### config.mk
export PLATFORM = sky130hd
export DESIGN_NAME = bht_resolve_unit_flat
export DESIGN_NICKNAME = d
export VERILOG_FILES = /design/src/rtl/ariane_pkg.sv /design/src/rtl/bht_resolve_unit_if.sv /design/src/rtl/bht_resolve_unit.sv /design/src/flat_wrapper.sv
export SDC_FILE = /design/constraint.sdc
export NUM_CORES = 1
export LEC_CHECK = 0
export CORE_ASPECT_RATIO = 1.25
export CORE_MARGIN = 10
export CORE_UTILIZATION = 40
export CTS_CLUSTER_SIZE = 10
export DETAILED_ROUTE_END_ITERATION = 12
export SETUP_SLACK_MARGIN = 0.5
export SYNTH_ARGS = -nofsm -noshare
export SYNTH_HDL_FRONTEND = slang
export SYNTH_SLANG_ARGS = --single-unit
export TNS_END_PERCENT = 30
### constraint.sdc
create_clock -name clk_i -period 12.15 [get_ports clk_i]
set_input_delay 1.215 -clock clk_i [delete_from_list [all_inputs] [get_ports clk_i]]
set_output_delay 1.215 -clock clk_i [all_outputs]
set_load 0.01 [all_outputs]
### src/rtl/ariane_pkg.sv
// Minimal subset of the core package: control-flow types and the resolved-branch record
// consumed by the branch history table.
package ariane_pkg;

  typedef enum logic [2:0] {
    NoCF,
    Branch,
    Jump,
    JumpR,
    Return
  } cf_t;

  typedef struct packed {
    logic        valid;
    logic [63:0] pc;
    logic        is_mispredict;
    logic        is_taken;
    cf_t         cf_type;
  } bp_resolve_t;

endpackage

### src/rtl/bht_resolve_unit_if.sv
// Bundle of the BHT resolve/lookup signals. The unit takes the slave side, the
// frontend/execute side drives the master side.
interface bht_resolve_unit_if;

  ariane_pkg::bp_resolve_t resolved_branch_i;
  logic                    debug_mode_i;
  logic                    flush_bp_i;
  logic [63:0]             vpc_i;
  logic                    bht_valid_o;
  logic                    bht_taken_o;
  logic                    ready_o;
  logic [31:0]             stat_branches_o;
  logic [31:0]             stat_mispredicts_o;

  modport master (
    output resolved_branch_i, debug_mode_i, flush_bp_i, vpc_i,
    input  bht_valid_o, bht_taken_o, ready_o, stat_branches_o, stat_mispredicts_o
  );

  modport slave (
    input  resolved_branch_i, debug_mode_i, flush_bp_i, vpc_i,
    output bht_valid_o, bht_taken_o, ready_o, stat_branches_o, stat_mispredicts_o
  );

endinterface

### src/rtl/bht_resolve_unit.sv
// Branch history table with 2-bit saturating counters, a one-entry-per-cycle flush sweep and
// a single-stage update register. Define BHT_STATS_EN to build the branch/mispredict counters.
module bht_resolve_unit #(
  parameter int unsigned NR_ENTRIES = 64
) (
  input logic               clk_i,
  input logic               rst_i,
  bht_resolve_unit_if.slave bp_if
);

  localparam int unsigned IdxW = $clog2(NR_ENTRIES);

  typedef logic [IdxW-1:0] idx_t;
  typedef enum logic {StFlush, StRun} state_e;

  state_e                state_q, state_d;
  idx_t                  sweep_q, sweep_d;
  logic                  upd_valid_q, upd_valid_d;
  idx_t                  upd_idx_q, upd_idx_d;
  logic [1:0]            upd_ctr_q, upd_ctr_d;
  logic [NR_ENTRIES-1:0] valid_q, valid_d;
  logic [1:0]            ctr_q [NR_ENTRIES];
  logic [1:0]            ctr_d [NR_ENTRIES];

  logic       run, accept, wr_en, taken;
  idx_t       upd_idx, lkp_idx;
  logic       cur_valid;
  logic [1:0] cur_ctr;

  assign run     = (state_q == StRun);
  assign taken   = bp_if.resolved_branch_i.is_taken;
  assign upd_idx = bp_if.resolved_branch_i.pc[IdxW:1];
  assign lkp_idx = bp_if.vpc_i[IdxW:1];
  assign accept  = bp_if.resolved_branch_i.valid &&
                   (bp_if.resolved_branch_i.cf_type == ariane_pkg::Branch) &&
                   !bp_if.debug_mode_i && run && !bp_if.flush_bp_i;
  // A flush or reset in the write cycle discards the pending update.
  assign wr_en   = upd_valid_q && run && !bp_if.flush_bp_i && !rst_i;

  // New counter is computed at accept time; the pending write is bypassed in so that
  // back-to-back updates to one index chain correctly.
  always_comb begin
    cur_valid = valid_q[upd_idx];
    cur_ctr   = ctr_q[upd_idx];
    if (upd_valid_q && (upd_idx_q == upd_idx)) begin
      cur_valid = 1'b1;
      cur_ctr   = upd_ctr_q;
    end
    if (!cur_valid) begin
      upd_ctr_d = taken ? 2'b10 : 2'b01;
    end else if (taken) begin
      upd_ctr_d = (cur_ctr == 2'b11) ? 2'b11 : cur_ctr + 2'b01;
    end else begin
      upd_ctr_d = (cur_ctr == 2'b00) ? 2'b00 : cur_ctr - 2'b01;
    end
    upd_valid_d = accept;
    upd_idx_d   = upd_idx;
  end

  always_comb begin
    state_d = state_q;
    sweep_d = sweep_q;
    unique case (state_q)
      StFlush: begin
        if (bp_if.flush_bp_i) begin
          sweep_d = '0;
        end else begin
          sweep_d = sweep_q + 1'b1;
          if (sweep_q == idx_t'(NR_ENTRIES - 1)) state_d = StRun;
        end
      end
      StRun: begin
        if (bp_if.flush_bp_i) begin
          state_d = StFlush;
          sweep_d = '0;
        end
      end
    endcase
  end

  always_comb begin
    valid_d = valid_q;
    ctr_d   = ctr_q;
    if (!run) begin
      valid_d[sweep_q] = 1'b0;
    end else if (wr_en) begin
      valid_d[upd_idx_q] = 1'b1;
      ctr_d[upd_idx_q]   = upd_ctr_q;
    end
  end

  always_ff @(posedge clk_i) begin
    if (rst_i) begin
      state_q     <= StFlush;
      sweep_q     <= '0;
      upd_valid_q <= 1'b0;
      upd_idx_q   <= '0;
      upd_ctr_q   <= '0;
    end else begin
      state_q     <= state_d;
      sweep_q     <= sweep_d;
      upd_valid_q <= upd_valid_d;
      upd_idx_q   <= upd_idx_d;
      upd_ctr_q   <= upd_ctr_d;
    end
  end

  // Table storage is not reset; valid bits are cleared by the sweep that follows reset.
  always_ff @(posedge clk_i) begin
    valid_q <= valid_d;
    ctr_q   <= ctr_d;
  end

  assign bp_if.ready_o     = run;
  assign bp_if.bht_valid_o = valid_q[lkp_idx] & run;
  assign bp_if.bht_taken_o = ctr_q[lkp_idx][1] & bp_if.bht_valid_o;

`ifdef BHT_STATS_EN
  logic [31:0] stat_br_q, stat_br_d, stat_mp_q, stat_mp_d;

  always_comb begin
    stat_br_d = stat_br_q + 32'(accept);
    stat_mp_d = stat_mp_q + 32'(accept && bp_if.resolved_branch_i.is_mispredict);
  end

  always_ff @(posedge clk_i) begin
    if (rst_i) begin
      stat_br_q <= '0;
      stat_mp_q <= '0;
    end else begin
      stat_br_q <= stat_br_d;
      stat_mp_q <= stat_mp_d;
    end
  end

  assign bp_if.stat_branches_o    = stat_br_q;
  assign bp_if.stat_mispredicts_o = stat_mp_q;
`else
  assign bp_if.stat_branches_o    = '0;
  assign bp_if.stat_mispredicts_o = '0;

  logic unused_mispredict;
  assign unused_mispredict = bp_if.resolved_branch_i.is_mispredict;
`endif

  logic unused_pc_bits;
  assign unused_pc_bits = ^{bp_if.resolved_branch_i.pc[63:IdxW+1], bp_if.resolved_branch_i.pc[0],
                            bp_if.vpc_i[63:IdxW+1], bp_if.vpc_i[0]};

endmodule

### src/flat_wrapper.sv
// flat-port wrapper written by rule: the top's interface ports become plain ports
module bht_resolve_unit_flat 
#(
  parameter int unsigned NR_ENTRIES = 64
)
  (clk_i, rst_i, bp_if_resolved_branch_i, bp_if_debug_mode_i, bp_if_flush_bp_i, bp_if_vpc_i, bp_if_bht_valid_o, bp_if_bht_taken_o, bp_if_ready_o, bp_if_stat_branches_o, bp_if_stat_mispredicts_o);
  bht_resolve_unit_if bp_if_i ();
  input logic clk_i;
  input logic rst_i;
  input wire logic [$bits(bp_if_i.resolved_branch_i)-1:0] bp_if_resolved_branch_i;
  input wire logic [$bits(bp_if_i.debug_mode_i)-1:0] bp_if_debug_mode_i;
  input wire logic [$bits(bp_if_i.flush_bp_i)-1:0] bp_if_flush_bp_i;
  input wire logic [$bits(bp_if_i.vpc_i)-1:0] bp_if_vpc_i;
  output wire logic [$bits(bp_if_i.bht_valid_o)-1:0] bp_if_bht_valid_o;
  output wire logic [$bits(bp_if_i.bht_taken_o)-1:0] bp_if_bht_taken_o;
  output wire logic [$bits(bp_if_i.ready_o)-1:0] bp_if_ready_o;
  output wire logic [$bits(bp_if_i.stat_branches_o)-1:0] bp_if_stat_branches_o;
  output wire logic [$bits(bp_if_i.stat_mispredicts_o)-1:0] bp_if_stat_mispredicts_o;
  assign bp_if_i.resolved_branch_i = bp_if_resolved_branch_i;
  assign bp_if_i.debug_mode_i = bp_if_debug_mode_i;
  assign bp_if_i.flush_bp_i = bp_if_flush_bp_i;
  assign bp_if_i.vpc_i = bp_if_vpc_i;
  assign bp_if_bht_valid_o = bp_if_i.bht_valid_o;
  assign bp_if_bht_taken_o = bp_if_i.bht_taken_o;
  assign bp_if_ready_o = bp_if_i.ready_o;
  assign bp_if_stat_branches_o = bp_if_i.stat_branches_o;
  assign bp_if_stat_mispredicts_o = bp_if_i.stat_mispredicts_o;
  bht_resolve_unit #(.NR_ENTRIES(NR_ENTRIES)) u_core (.clk_i(clk_i), .rst_i(rst_i), .bp_if(bp_if_i));
endmodule
* Yosys cells after proc, flatten, opt, wreduce, memory -nomap -nowiden *
Cells that the tools add are included.
W data, S select, Z words.

storage, ports and cells
  bits in latches = 0
  register bits = 208
  memories kept = 0
  bits in read-only memories = 0
  RAM bits = 0
  output and inout bits = 67

operators by class
  div/mod/pow operators = 0
  order comparisons = 10
  shift operators = 0
  reduce and logical (&&, ||, !) cells = 16
  mux-type cells = 33
  equal/unequal tests = 6
  $mul = 0
  add/subtract/negate cells = 3
  bitwise operators = 9

operator list
  kind                   number
  $bwmux W128            1
  $mux W64               2
  $and A64 B64 Y64       1
  $not A64 Y64           1
  $or A64 B64 Y64        1
  $lt A6 B7 Y1 const B   4
  $bmux W2 S6            2
  $mux W2                11
  $ge A7 B7 Y1 const B   3
  $not A6 Y7             3
  $bmux W1 S6            2
  $demux W1 S6           2
  $demux W2 S6           1
  $ge A6 B1 Y1 const B   2
  $mux W6                2
  $pmux W6 S2            1
  $logic_and A1 B1 Y1    11
  $mux W1                8
  $lt A7 B1 Y1 const B   1
  $add A6 B1 Y6 const B  1
  $eq A6 B6 Y1           1
  $eq A6 B6 Y1 const B   1
  $ne A2 B2 Y1 const B   2
  $eq A3 B1 Y1 const B   1
  9 further kinds        12

* Longest topological paths before layout *
Gate-level depths: netlist of run 1.

  depth after elaboration = 9
  mapped depth = 12
  depth with buffers taken out = 7

* Least setup slack after synthesis of run 1 *
No wires, ideal clock.

  kind = input -> register
  start point = input rst_i
  end point = register u_core.valid_q[0] (enable)
  arrival time = 6.385 ns
  stages on the path = 4
  buffers on the path = 2
  slack = 5.190 ns
  path through = clkbuf_1 -> or2_2 -> clkbuf_1 -> o21ai_0

on the way
  cells in the longest elaborated chain, start to end = 3

ends and longest elaborated chain
  element                 RTL line                 source
  start: declaration      flat_wrapper.sv:9        input logic rst_i;
  $logic_not A1 Y1        bht_resolve_unit.sv:38   assign wr_en = upd_valid_q && run && !bp_if.flush_bp_i && !rst_i;
  $logic_and A1 B1 Y1     bht_resolve_unit.sv:38
  $ne A2 B2 Y1 (no line)  n/a
  end signal: assignment  bht_resolve_unit.sv:110  valid_q <= valid_d;
  end: declaration        bht_resolve_unit.sv:21   logic [NR_ENTRIES-1:0] valid_q, valid_d;

No other way between the ends.
A chain may end at the register's enable or synchronous reset.

* Worst setup path after layout of run 1 *
  start point = input bp_if_vpc_i[1]
  end point = output bp_if_bht_taken_o

on the way
  cells in the longest elaborated chain, start to end = 5

ends and longest elaborated chain
  element                                      RTL line                 source
  start: declaration                           flat_wrapper.sv:13       input wire logic [$bits(bp_if_i.vpc_i)-1:0] bp_if_vpc_i;
  $not A6 Y7 (not written as such)             bht_resolve_unit.sv:116  assign bp_if.bht_taken_o = ctr_q[lkp_idx][1] & bp_if.bht_valid_o;
  $bmux W2 S6                                  bht_resolve_unit.sv:116
  $mux W2 (not written as such) (2 in series)  bht_resolve_unit.sv:116
  $and A1 B1 Y1 (*)                            bht_resolve_unit.sv:116
  end: declaration                             flat_wrapper.sv:15       output wire logic [$bits(bp_if_i.bht_taken_o)-1:0] bp_if_bht_taken_o;

Mark *: on every way between the ends. The rest lies on a longest branch, timed or not. The select of a mux whose other input is x is not followed.

==> results by group, run 1 <==
Final layout
  – Count of filler cells inserted in the layout: 2560
  – Storage element area: 0.00609 sq mm
  – Post-route non-filler standard cell count: 1225
  – Post-layout nets: 996
  – Proportion of layout cells with a drive suffix above 1: 0.160
  – Antenna fix cells: 0
  – Area of all placed cells without fillers: 0.0122 sq mm
  – Layout-stage area growth over the synthesis result: 8.02%
  – Area used by multi-input combinational logic: 0.00459 sq mm

Run status
  – Status: completed

Place
  – RePlAce Congestion: 0.818
  – Total instance count after detailed placement: 1181
  – Post-detailed-placement cell area: 0.0115 sq mm
  – Buffers added on ports: 23
  – Placed wire-length estimate after detailed placement: 18.7 mm

Timing
  – Worst slew pin tran: 1170 ps
  – Final cycle utilization of the critical path: 0.449
  – Setup Viol. Count Final: 0
  – Count of endpoints failing hold in the final timing report: 0
  – Setup TNS after final layout: 0 ps
  – Final Hold Slack: 617 ps
  – Fmax: 183 MHz
  – Min Clock Period, post-route: 5450 ps
  – Max-slew headroom at the worst pin: 0.222
  – Worst Clk Skew: 10.8 ps
  – Max-slew violations: 0
  – Unrepaired setup endpoints after global routing: no

Global routing
  – GRT Resource Usage Total: 0.164
  – Global-route congestion overflow total: 0
  – Initial antenna violation count: 0
  – Pin count of the biggest net entering global routing: 66
  – Wire length of the first global-routing pass: 44.7 mm
  – Via count of the first global-routing pass: 7132

Drt
  – Total number of vias: 7418
  – First-iteration detailed-routing DRC count: 873
  – DRT Pass-1 Iters: 5
  – Post-DRT Antenna Nets: 0
  – Residual DRC count: 0
  – Aggregate routed wire length: 30.4 mm
  – Detailed-route wire length per cell: 24.8 um
  – Average vias per placed instance: 6.06

Logic synthesis
  – Largest area contributor in the synthesized netlist: sky130_fd_sc_hd__edfxtp_1
  – Most frequently used cell type in the post-synthesis netlist: sky130_fd_sc_hd__edfxtp_1
  – Yosys synthesis warning count: 0
  – Number of instances in the synthesized netlist: 861
  – Sequential area share after synthesis: 0.541
  – Count of flip-flops with a built-in enable after synthesis: 192
  – Largest cells by area after synthesis: sky130_fd_sc_hd__edfxtp_1, sky130_fd_sc_hd__mux4_2, sky130_fd_sc_hd__o21ai_0, sky130_fd_sc_hd__buf_4, sky130_fd_sc_hd__a21oi_1
  – Flip-flop cell with the highest count after synthesis: sky130_fd_sc_hd__edfxtp_1
  – Share of the synthesized area in the top cell type: 0.513
  – Synthesized area per cell: 13.1 sq um
  – Post-synthesis sequential element count: 208
  – Ranking of synthesized cells by instance count: sky130_fd_sc_hd__edfxtp_1, sky130_fd_sc_hd__o21ai_0, sky130_fd_sc_hd__mux4_2
  – Synth async-reset ratio: 0
  – Netlist Area Pre-Place: 0.0112 sq mm
  – Number of unique standard cell types used by synthesis: 58

Critical path
  – Critical Path Stages: 7
  – Cells on worst reg2reg path: 5
  – Cell Chain, Critical Path: buf_2 -> buf_4 -> mux4_2 -> mux4_2 -> mux4_2 -> and3_1 -> clkdlybuf4s50_1
  – Crit path DAT: 4240 ps
  – Family with the most delay on the worst path: multiplexers
  – Setup crit end: bp_if_bht_taken_o
  – Critical-path maximum fanout: 32
  – Worst-path cell with the longest stage delay: sky130_fd_sc_hd__mux4_2
  – Cell seen most often among critical-path stages: sky130_fd_sc_hd__mux4_2
  – Worst setup EP type: primary output
  – Count of buffer and inverter cells on the critical path: 3
  – Data required, critical path: 10930 ps
  – Reg-to-reg critical path endpoint: u_core.ctr_q[0]$_DFFE_PP_
  – Setup crit start kind: primary input
  – Register-to-register path setup slack: 8870 ps
  – CP startpoint: bp_if_vpc_i[1]
  – RR Startpoint: u_core.bp_if.ready_o$_SDFF_PP0_
  – Setup Crit Path Kind: in -> out
  – Largest stage delay on the critical path: 620 ps

Floorplanning
  – Starting density of the core: 0.407
  – Area of the core: 0.0277 sq mm
  – Floorplan die width: 170 um
  – Full die area: 0.0353 sq mm
  – Die height: 207 um
  – Rows: 68
  – Number of top-level pins: 205

Power and ir drop
  – Largest voltage drop on the vdd net: 0.0901 mV
  – Total power: 1.67 mW
  – Power Density: 138 mW/mm^2
  – Leakage power figure: 4.03 nW

Clock tree
  – Count of instances resized after the clock tree is built: 0
  – Post-CTS setup buffer count: 0
  – Htree depth: 1
  – # hold bufs at CTS: 0
  – Inserted Clock Buffers: 24
  – Clk buf depth: 3
  – Clock latency on the worst-skew pair: 520 ps
  – Count of clock tree sinks: 208
  – TritonCTS clock tree: done
  – CTS clk-pin slew, worst paths: 60 ps
  – CTS Root Buffer Type: sky130_fd_sc_hd__clkbuf_16

Min path
  – Type of the most critical hold path: reg -> reg

Run
  – Max-cap viol count: 0
-- sequential cells by signal, summed over array words and instances (netlist names) --
name and count:
u_core.valid_q 64, u_core.sweep_q 6, u_core.ctr_q 128, u_core.upd_ctr_q 2
u_core.upd_idx_q 6, u_core.upd_valid_q 1, u_core.bp_if.ready_o 1
-- tightest hold or removal path: cells and delay by family, from the launching register on --
family | cells | cell delay [ps]
compound gates | 1 | 60
flops | 1 | 400
simple gates | 1 | 110
-- layout make-up --
class / count / share of cell area
flip-flops and latches: 208 / 0.501
multi-input cells: 577 / 0.378
clock buffers: 44 / 0.0574
well taps: 350 / 0.0360
repair buffers: 34 / 0.0243
inverters: 12 / 0.00371
-- how the worst min path moves through the flow --
| stage | startpoint | slack [ps] | endpoint | depth (start not counted) |
|---|---|---|---|---|
| after floorplan | u_core.valid_q[63]$_DFFE_PP_ | 550 | u_core.valid_q[63]$_DFFE_PP_ | 1 |
| after global placement | u_core.valid_q[63]$_DFFE_PP_ | 600 | u_core.valid_q[63]$_DFFE_PP_ | 1 |
| after detailed placement | u_core.valid_q[63]$_DFFE_PP_ | 600 | u_core.valid_q[63]$_DFFE_PP_ | 1 |
| after CTS | u_core.sweep_q[2]$_SDFFE_PP0P_ | 620 | u_core.bp_if.ready_o$_SDFF_PP0_ | 2 |
| after global routing | u_core.valid_q[63]$_DFFE_PP_ | 650 | u_core.valid_q[63]$_DFFE_PP_ | 1 |
| final | u_core.sweep_q[2]$_SDFFE_PP0P_ | 620 | u_core.bp_if.ready_o$_SDFF_PP0_ | 2 |
-- power by group --
group	switching [mW]	internal, mW	leakage [nW]
Clock	0.278	0.382	0.331
Combinational	0.0917	0.0735	1.67
Sequential	0.0304	0.816	2.03
Total	0.400	1.27	4.03
-- kinds of logic (layout without fill, tap and decap cells) --
logic type / after synthesis / in the layout / share of synthesized area
buffers and inverters: 139 / 90 / 0.0736
multiplexers: 103 / 103 / 0.189
adder cells (fa/ha/maj): 1 / 1 / 0.00111
flip-flops: 208 / 208 / 0.541
AO/OA/AOI/OAI: 218 / 218 / 0.105
XOR/XNOR: 11 / 11 / 0.00856
AND/OR/NAND/NOR: 180 / 180 / 0.0804
other: 1 / 64 / 0.000333
-- stage by stage --
step | util | setup WS (ps)
global route | 0.439 | 6580
CTS | 0.439 | 6660
global placement | 0.414 | 6670
finish | 0.439 | 6700
detailed placement | 0.414 | 6660
floorplan | - | 5190
-- layout by cell type (no fill, tap or decap), drive strengths merged, types with 2 or more instances in the layout --
cell | netlist | layout
edfxtp | 192 | 192
o21ai | 115 | 115
mux4 | 87 | 87
nor2 | 83 | 83
a21oi | 73 | 73
conb | 1 | 64
clkbuf | 36 | 44
nand2 | 21 | 21
clkdlybuf4s50 | 0 | 19
mux2i | 16 | 16
dfxtp | 16 | 16
buf | 91 | 15
inv | 11 | 11
nand3 | 10 | 10
nor2b | 10 | 10
nand3b | 8 | 8
a22oi | 7 | 7
nor3b | 6 | 6
or3b | 6 | 6
xor2 | 6 | 6
nand4 | 5 | 5
xnor2 | 5 | 5
and3b | 4 | 4
nor3 | 4 | 4
or2 | 4 | 4
or3 | 3 | 3
and3 | 3 | 3
and2 | 3 | 3
nand2b | 3 | 3
o22ai | 3 | 3
a211oi | 3 | 3
and4 | 2 | 2
a31oi | 2 | 2
a22o | 2 | 2
nor4 | 2 | 2
a2111oi | 2 | 2
a31o | 2 | 2
or4 | 2 | 2
-- layer usage --
| metal | GRT usage | wire, um | vias up |
|---|---|---|---|
| li1 | - | - | 3206 |
| met2 | 0.270 | 14900 | 433 |
| met4 | 0.0405 | 598 | 0 |
| met1 | 0.213 | 11700 | 3729 |
| met3 | 0.0377 | 3180 | 50 |
| met5 | 0 | 0 | - |
(Power assumes the default switching activity.)
==> inputs of run 2 (changes only) <==
==> constraint.sdc (replaced) <==
create_clock -name clk_i -period 5.4 [get_ports clk_i]
set_input_delay 0.54 -clock clk_i [delete_from_list [all_inputs] [get_ports clk_i]]
set_output_delay 0.54 -clock clk_i [all_outputs]
set_load 0.01 [all_outputs]
==> run 2 against run 1 <==
- total power up 130%
- count of clock-buffer cells in the layout fell by 1
- first-iteration DRC count decreased by 13%
- worst setup slack worse by 5400 ps
- register-to-register slack lost 6300 ps
- final cell count stayed put
- critical path depth is the same
- via count is 1.4% lower
- sequential cell count stayed put
- critical endpoint unchanged
- largest cell class unchanged
- largest power group unchanged
==> results by group, run 2 (synthesis gave the netlist of run 1 again) <==
Final layout
  – Proportion of layout cells with a drive suffix above 1: 0.162 (was 0.160)
  – Biggest register: u_core.ctr_q (unchanged)
  – Post-route non-filler standard cell count: 1225 (unchanged)
  – Most frequent cells in the layout: sky130_fd_sc_hd__edfxtp_1, sky130_fd_sc_hd__o21ai_0, sky130_fd_sc_hd__mux4_2 (unchanged)
  – Layout-stage area growth over the synthesis result: 8.32% (was 8.02%)
  – Most common cell after layout, fill and taps aside: sky130_fd_sc_hd__edfxtp_1 (unchanged)
  – Post-layout nets: 996 (unchanged)
  – Number of flip-flops in the largest register: 128 (unchanged)
  – Registers with the most flip-flops: u_core.ctr_q (128), u_core.valid_q (64) (unchanged)
  – Antenna fix cells: 0 (unchanged)

Critical path
  – Worst-path cell with the longest stage delay: sky130_fd_sc_hd__mux4_2 (unchanged)
  – Count of buffer and inverter cells on the critical path: 3 (unchanged)
  – Worst setup EP type: primary output (unchanged)
  – Family with the most delay on the worst path: multiplexers (unchanged)
  – Data required, critical path: 4860 ps (was 10930 ps)
  – Setup Crit Path Kind: in -> out (unchanged)
  – Largest stage delay on the critical path: 620 ps (about the same)
  – Cell Chain, Critical Path: buf_2 -> buf_4 -> mux4_2 -> mux4_2 -> mux4_2 -> and3_1 -> clkdlybuf4s50_1 (unchanged)
  – Cell seen most often among critical-path stages: sky130_fd_sc_hd__mux4_2 (unchanged)
  – Setup crit start kind: primary input (unchanged)
  – Critical-path maximum fanout: 32 (unchanged)
  – Crit path DAT: 3570 ps (was 4240 ps)

Power and ir drop
  – Sequential share of power: 0.503 (was 0.506)
  – Power Density: 314 mW/mm^2 (was 138 mW/mm^2)
  – Sw Pwr: 899 uW (was 400 uW)
  – Share of power burned in the clock network: 0.405 (was 0.395)
  – Combinational group share of total power: 0.093 (was 0.099)
  – Leakage power figure: 4.05 nW (was 4.03 nW)
  – Sw frac: 0.235 (was 0.239)
  – Cell Int Power: 2.92 mW (was 1.27 mW)
  – Largest voltage drop on the vdd net: 0.226 mV (was 0.0901 mV)

Clock tree
  – Inserted Clock Buffers: 25 (was 24)
  – Count of instances resized after the clock tree is built: 0 (unchanged)
  – CTS clk-pin slew, worst paths: 60 ps (about the same)
  – Post-CTS setup buffer count: 0 (unchanged)
  – Count of clock tree sinks: 208 (unchanged)
  – Clk buf depth: 3 (unchanged)
  – Htree depth: 1 (unchanged)
  – # hold bufs at CTS: 0 (unchanged)
  – Clock latency on the worst-skew pair: 520 ps (about the same)
  – TritonCTS clock tree: done (unchanged)
  – CTS Root Buffer Type: sky130_fd_sc_hd__clkbuf_16 (unchanged)

Global routing
  – Initial antenna violation count: 0 (unchanged)
  – GRT Resource Usage Total: 0.164 (about the same)
  – Pin count of the biggest net entering global routing: 66 (unchanged)
  – Global-route congestion overflow total: 0 (unchanged)
  – Wire length of the first global-routing pass: 44.7 mm (about the same)
  – Via count of the first global-routing pass: 7297 (was 7132)

Drt
  – Aggregate routed wire length: 29.9 mm (was 30.4 mm)
  – Post-DRT Antenna Nets: 0 (unchanged)
  – Detail Route met3 WL: 2.60 mm (was 3.18 mm)
  – Average vias per placed instance: 5.97 (was 6.06)
  – Met1 WL: 11.9 mm (was 11.7 mm)
  – First-iteration detailed-routing DRC count: 756 (was 873)
  – Detailed-route wire length per cell: 24.4 um (was 24.8 um)
  – Total number of vias: 7315 (was 7418)
  – DRT Pass-1 Iters: 5 (unchanged)
  – Residual DRC count: 0 (unchanged)
  – Met2 wirelength from detailed routing: 14.5 mm (was 14.9 mm)
  – Highest metal used: met4 (unchanged)

Timing
  – Worst slew pin tran: 1170 ps (about the same)
  – Fmax: 243 MHz
  – Setup Viol. Count Final: 0 (unchanged)
  – Unrepaired setup endpoints after global routing: no (unchanged)
  – Final Hold Slack: 619 ps (was 617 ps)
  – Min Clock Period, post-route: 4110 ps
  – Worst Clk Skew: 12.8 ps (was 10.8 ps)
  – Count of endpoints failing hold in the final timing report: 0 (unchanged)
  – Max-slew headroom at the worst pin: 0.218 (was 0.222)
  – Max-slew violations: 0 (unchanged)
  – Final cycle utilization of the critical path: 0.761
  – Setup TNS after final layout: 0 ps (unchanged)

Place
  – RePlAce Congestion: 0.836 (was 0.818)
  – Placed wire-length estimate after detailed placement: 19.1 mm (was 18.7 mm)
  – Buffers added on ports: 23 (unchanged)
  – Total instance count after detailed placement: 1180 (was 1181)

Floorplanning
  – Full die area: 0.0353 sq mm (unchanged)
  – Area of the core: 0.0277 sq mm (unchanged)
  – Rows: 68 (unchanged)
  – Starting density of the core: 0.407 (unchanged)
  – Floorplan die width: 170 um (unchanged)
  – Die height: 207 um (unchanged)
  – Number of top-level pins: 205 (unchanged)

Run status
  – Status: completed (unchanged)

Run
  – Max-cap viol count: 0 (unchanged)

Min path
  – Type of the most critical hold path: in -> reg (was reg -> reg)
[run 2: cell type report]
cell class                      instances  area, sq um
Inverter                               12         45.0
Clock buffer                           43          703
Clock inverter                          2         35.0
Sequential cell                       208         6090
Timing Repair Buffer                   33          288
Multi-Input combinational cell        577         4590
Fill cell                            2505        15500
Tap cell                              350          438
[run 2: tightest hold or removal path, stage by stage]
cell and delay (ps):
sky130_fd_sc_hd__clkdlybuf4s50_1 400, sky130_fd_sc_hd__nand4b_1 100, sky130_fd_sc_hd__nor3_1 50
[run 2: final timing paths]
path / from / endpoint / slack (ps) / depth (start not counted)
setup / recovery: bp_if_vpc_i[1] / bp_if_bht_taken_o / 1290 / 7
hold / removal: bp_if_resolved_branch_i[69] / u_core.upd_valid_q$_SDFF_PP0_ / 620 / 3
setup reg to reg: u_core.bp_if.ready_o$_SDFF_PP0_ / u_core.ctr_q[96]$_DFFE_PP_ / 2530 / 4
hold reg to reg: u_core.sweep_q[2]$_SDFFE_PP0P_ / u_core.bp_if.ready_o$_SDFF_PP0_ / 630 / 2
[run 2: metrics by stage]
step                      power [mW]  utilization  instance area (sq um)  setup WS [ps]
after floorplan                 2.21            -                  11500            845
after global placement          2.29        0.414                  11400           1260
after detailed placement        2.30        0.414                  11400           1260
after CTS                       3.84        0.441                  12200           1260
after global routing            3.96        0.441                  12200           1170
final                           3.82        0.441                  12200           1290
[run 2: power by group through the flow]
stage / clock, mW / sequential (mW) / combinational (mW)
after floorplan: 0 / 1.91 / 0.304
after global placement: 0 / 1.95 / 0.345
after detailed placement: 0 / 1.95 / 0.349
after CTS: 1.58 / 1.92 / 0.350
after global routing: 1.65 / 1.93 / 0.383
final: 1.55 / 1.92 / 0.354
[run 2: metal layers]
metal | up-vias | GRT usage
li1 | 3212 | -
met1 | 3684 | 0.215
met2 | 362 | 0.269
met3 | 57 | 0.0299
met4 | 0 | 0.0486
met5 | - | 0
==> inputs of run 3 (changes only) <==
==> constraint.sdc (replaced) <==
create_clock -name clk_i -period 4.25 [get_ports clk_i]
set_input_delay 0.425 -clock clk_i [delete_from_list [all_inputs] [get_ports clk_i]]
set_output_delay 0.425 -clock clk_i [all_outputs]
set_load 0.01 [all_outputs]
==> run 3 against run 2 <==
- global-route usage is 0.33 points higher
- sequential power is 27% higher
- final cell count is 0.16% higher
- worst hold slack worse by 160 ps
- clock power is 21% higher
- via count is 0.30% higher
- non-clock buffer count is 9 higher
- combinational power is 30% higher
- design area is 0.24% higher
- critical path type unchanged
- largest power group unchanged
==> results by group, run 3 (synthesis gave the netlist of run 1 again) <==
Global routing
  – Pin count of the biggest net entering global routing: 66 (unchanged)
  – Via count of the first global-routing pass: 7182 (was 7297)
  – Global-route congestion overflow total: 0 (unchanged)
  – Wire length of the first global-routing pass: 45.6 mm (was 44.7 mm)
  – GRT Resource Usage Total: 0.167 (was 0.164)
  – Initial antenna violation count: 0 (unchanged)

Clock tree
  – Count of instances resized after the clock tree is built: 0 (unchanged)
  – Post-CTS setup buffer count: 0 (unchanged)
  – TritonCTS clock tree: done (unchanged)
  – Inserted Clock Buffers: 25 (unchanged)
  – CTS clk-pin slew, worst paths: 60 ps (about the same)
  – Count of clock tree sinks: 208 (unchanged)
  – Clock latency on the worst-skew pair: 530 ps (was 520 ps)
  – Clk buf depth: 3 (unchanged)
  – # hold bufs at CTS: 0 (unchanged)
  – CTS Root Buffer Type: sky130_fd_sc_hd__clkbuf_16 (unchanged)
  – Htree depth: 1 (unchanged)

Timing
  – Worst Clk Skew: 22.6 ps (was 12.8 ps)
  – Max-slew violations: 0 (unchanged)
  – Setup TNS after final layout: 0 ps (unchanged)
  – Fmax: 280 MHz
  – Unrepaired setup endpoints after global routing: no (unchanged)
  – Final cycle utilization of the critical path: 0.841
  – Min Clock Period, post-route: 3570 ps
  – Max-slew headroom at the worst pin: 0.218 (about the same)
  – Worst slew pin tran: 1170 ps (about the same)
  – Count of endpoints failing hold in the final timing report: 0 (unchanged)
  – Setup Viol. Count Final: 0 (unchanged)

Final layout
  – Biggest register: u_core.ctr_q (unchanged)
  – Most frequent cells in the layout: sky130_fd_sc_hd__edfxtp_1, sky130_fd_sc_hd__o21ai_0, sky130_fd_sc_hd__mux4_2 (unchanged)
  – Antenna fix cells: 0 (unchanged)
  – Most common cell after layout, fill and taps aside: sky130_fd_sc_hd__edfxtp_1 (unchanged)
  – Post-layout nets: 1005 (was 996)
  – Proportion of layout cells with a drive suffix above 1: 0.170 (was 0.162)
  – Layout-stage area growth over the synthesis result: 8.58% (was 8.32%)
  – Post-route non-filler standard cell count: 1227 (was 1225)
  – Number of flip-flops in the largest register: 128 (unchanged)
  – Registers with the most flip-flops: u_core.ctr_q (128), u_core.valid_q (64) (unchanged)

Critical path
  – Cell seen most often among critical-path stages: sky130_fd_sc_hd__mux4_2 (unchanged)
  – Cells on worst reg2reg path: 6 (was 4)
  – Worst-path cell with the longest stage delay: sky130_fd_sc_hd__mux4_2 (unchanged)
  – Worst setup EP type: primary output (unchanged)
  – RR Startpoint: u_core.valid_q[37]$_DFFE_PP_ (was u_core.bp_if.ready_o$_SDFF_PP0_)
  – Crit path DAT: 3150 ps (was 3570 ps)
  – Setup crit start kind: primary input (unchanged)
  – Cell Chain, Critical Path: buf_2 -> buf_12 -> mux4_2 -> mux4_2 -> mux4_2 -> and3_1 -> clkdlybuf4s50_1 (was buf_2 -> buf_4 -> mux4_2 -> mux4_2 -> mux4_2 -> and3_1 -> clkdlybuf4s50_1)
  – Reg-to-reg critical path endpoint: u_core.upd_ctr_q[1]$_SDFF_PP0_ (was u_core.ctr_q[96]$_DFFE_PP_)
  – Data required, critical path: 3830 ps (was 4860 ps)
  – Count of buffer and inverter cells on the critical path: 3 (unchanged)
  – Critical-path maximum fanout: 32 (unchanged)
  – Register-to-register path setup slack: 1620 ps (was 2530 ps)
  – Largest stage delay on the critical path: 570 ps (was 620 ps)
  – Setup Crit Path Kind: in -> out (unchanged)
  – Family with the most delay on the worst path: multiplexers (unchanged)

Drt
  – DRT Pass-1 Iters: 5 (unchanged)
  – Total number of vias: 7337 (was 7315)
  – Aggregate routed wire length: 30.6 mm (was 29.9 mm)
  – Post-DRT Antenna Nets: 0 (unchanged)
  – First-iteration detailed-routing DRC count: 777 (was 756)
  – Detailed-route wire length per cell: 24.9 um (was 24.4 um)
  – Residual DRC count: 0 (unchanged)
  – Average vias per placed instance: 5.98 (was 5.97)

Floorplanning
  – Die height: 207 um (unchanged)
  – Rows: 68 (unchanged)
  – Starting density of the core: 0.407 (unchanged)
  – Full die area: 0.0353 sq mm (unchanged)
  – Area of the core: 0.0277 sq mm (unchanged)
  – Floorplan die width: 170 um (unchanged)
  – Number of top-level pins: 205 (unchanged)

Run
  – Max-cap viol count: 0 (unchanged)

Place
  – Total instance count after detailed placement: 1189 (was 1180)
  – Placed wire-length estimate after detailed placement: 19.4 mm (was 19.1 mm)
  – RePlAce Congestion: 0.820 (was 0.836)
  – Buffers added on ports: 23 (unchanged)

Power and ir drop
  – Leakage power figure: 4.07 nW (was 4.05 nW)
  – Power Density: 390 mW/mm^2 (was 314 mW/mm^2)
  – Largest voltage drop on the vdd net: 0.310 mV (was 0.226 mV)

Min path
  – Type of the most critical hold path: in -> reg (unchanged)
  – Hold endpoint: u_core.upd_idx_q[0]$_SDFF_PP0_ (was u_core.upd_valid_q$_SDFF_PP0_)
  – Number of stages on the worst hold path: 2 (was 3)
  – Start point of the worst hold path: bp_if_resolved_branch_i[6] (was bp_if_resolved_branch_i[69])

Run status
  – Status: completed (unchanged)
run 3: changes by cell type in the layout (fill, tap and decap cells not counted):
cell and delta:
sky130_fd_sc_hd__clkbuf_8 -1, sky130_fd_sc_hd__buf_4 +7, sky130_fd_sc_hd__bufinv_16 -1, sky130_fd_sc_hd__clkinvlp_4 +1, sky130_fd_sc_hd__nor3_2 -1, sky130_fd_sc_hd__nor3_1 +1
sky130_fd_sc_hd__clkbuf_1 -7, sky130_fd_sc_hd__clkinv_1 +1, sky130_fd_sc_hd__buf_12 +2
run 3: how the worst max path moves through the flow:
stage / from / slack, ps / to / depth (start not counted)
final: bp_if_vpc_i[1] / 680 / bp_if_bht_taken_o / 7
after global routing: bp_if_vpc_i[1] / 600 / bp_if_bht_taken_o / 7
after CTS: u_core.ctr_q[1]$_DFFE_PP_ / 660 / bp_if_bht_taken_o / 5
after detailed placement: bp_if_vpc_i[1] / 670 / bp_if_bht_taken_o / 7
after global placement: bp_if_vpc_i[1] / 680 / bp_if_bht_taken_o / 7
after floorplan: rst_i / 1040 / u_core.valid_q[0]$_DFFE_PP_ / 4
run 3: metrics by stage:
| step | instance area, sq um | utilization | total power, mW | hold slack [ps] | worst slack [ps] |
|---|---|---|---|---|---|
| final | 12200 | 0.442 | 4.76 | 456 | 677 |
| after CTS | 12200 | 0.442 | 4.79 | 441 | 656 |
| after floorplan | 11500 | - | 2.81 | 525 | 1040 |
| after detailed placement | 11500 | 0.417 | 2.93 | 587 | 672 |
| after global routing | 12200 | 0.442 | 4.92 | 471 | 604 |
| after global placement | 11500 | 0.417 | 2.92 | 588 | 679 |
run 3: power breakdown:
group / switching [mW] / leakage [nW] / total (mW) / internal, mW
clock network: 0.797 / 0.326 / 1.87 / 1.07
registers: 0.106 / 2.03 / 2.44 / 2.33
logic: 0.245 / 1.71 / 0.459 / 0.214
total: 1.15 / 4.07 / 4.76 / 3.62
run 3: layer usage:
layer / wire, um / track usage
met5: 0 / 0
met4: 831 / 0.0520
met3: 2460 / 0.0297
met2: 14900 / 0.273
met1: 12400 / 0.220
run 3: final cells by class:
cell class,count,area (sq um)
Clock inverter,3,16.3
Sequential cell,208,6090
Multi-Input combinational cell,577,4580
Tap cell,350,438
Timing Repair Buffer,42,380
Clock buffer,35,663
Inverter,12,45.0
Fill cell,2488,15400
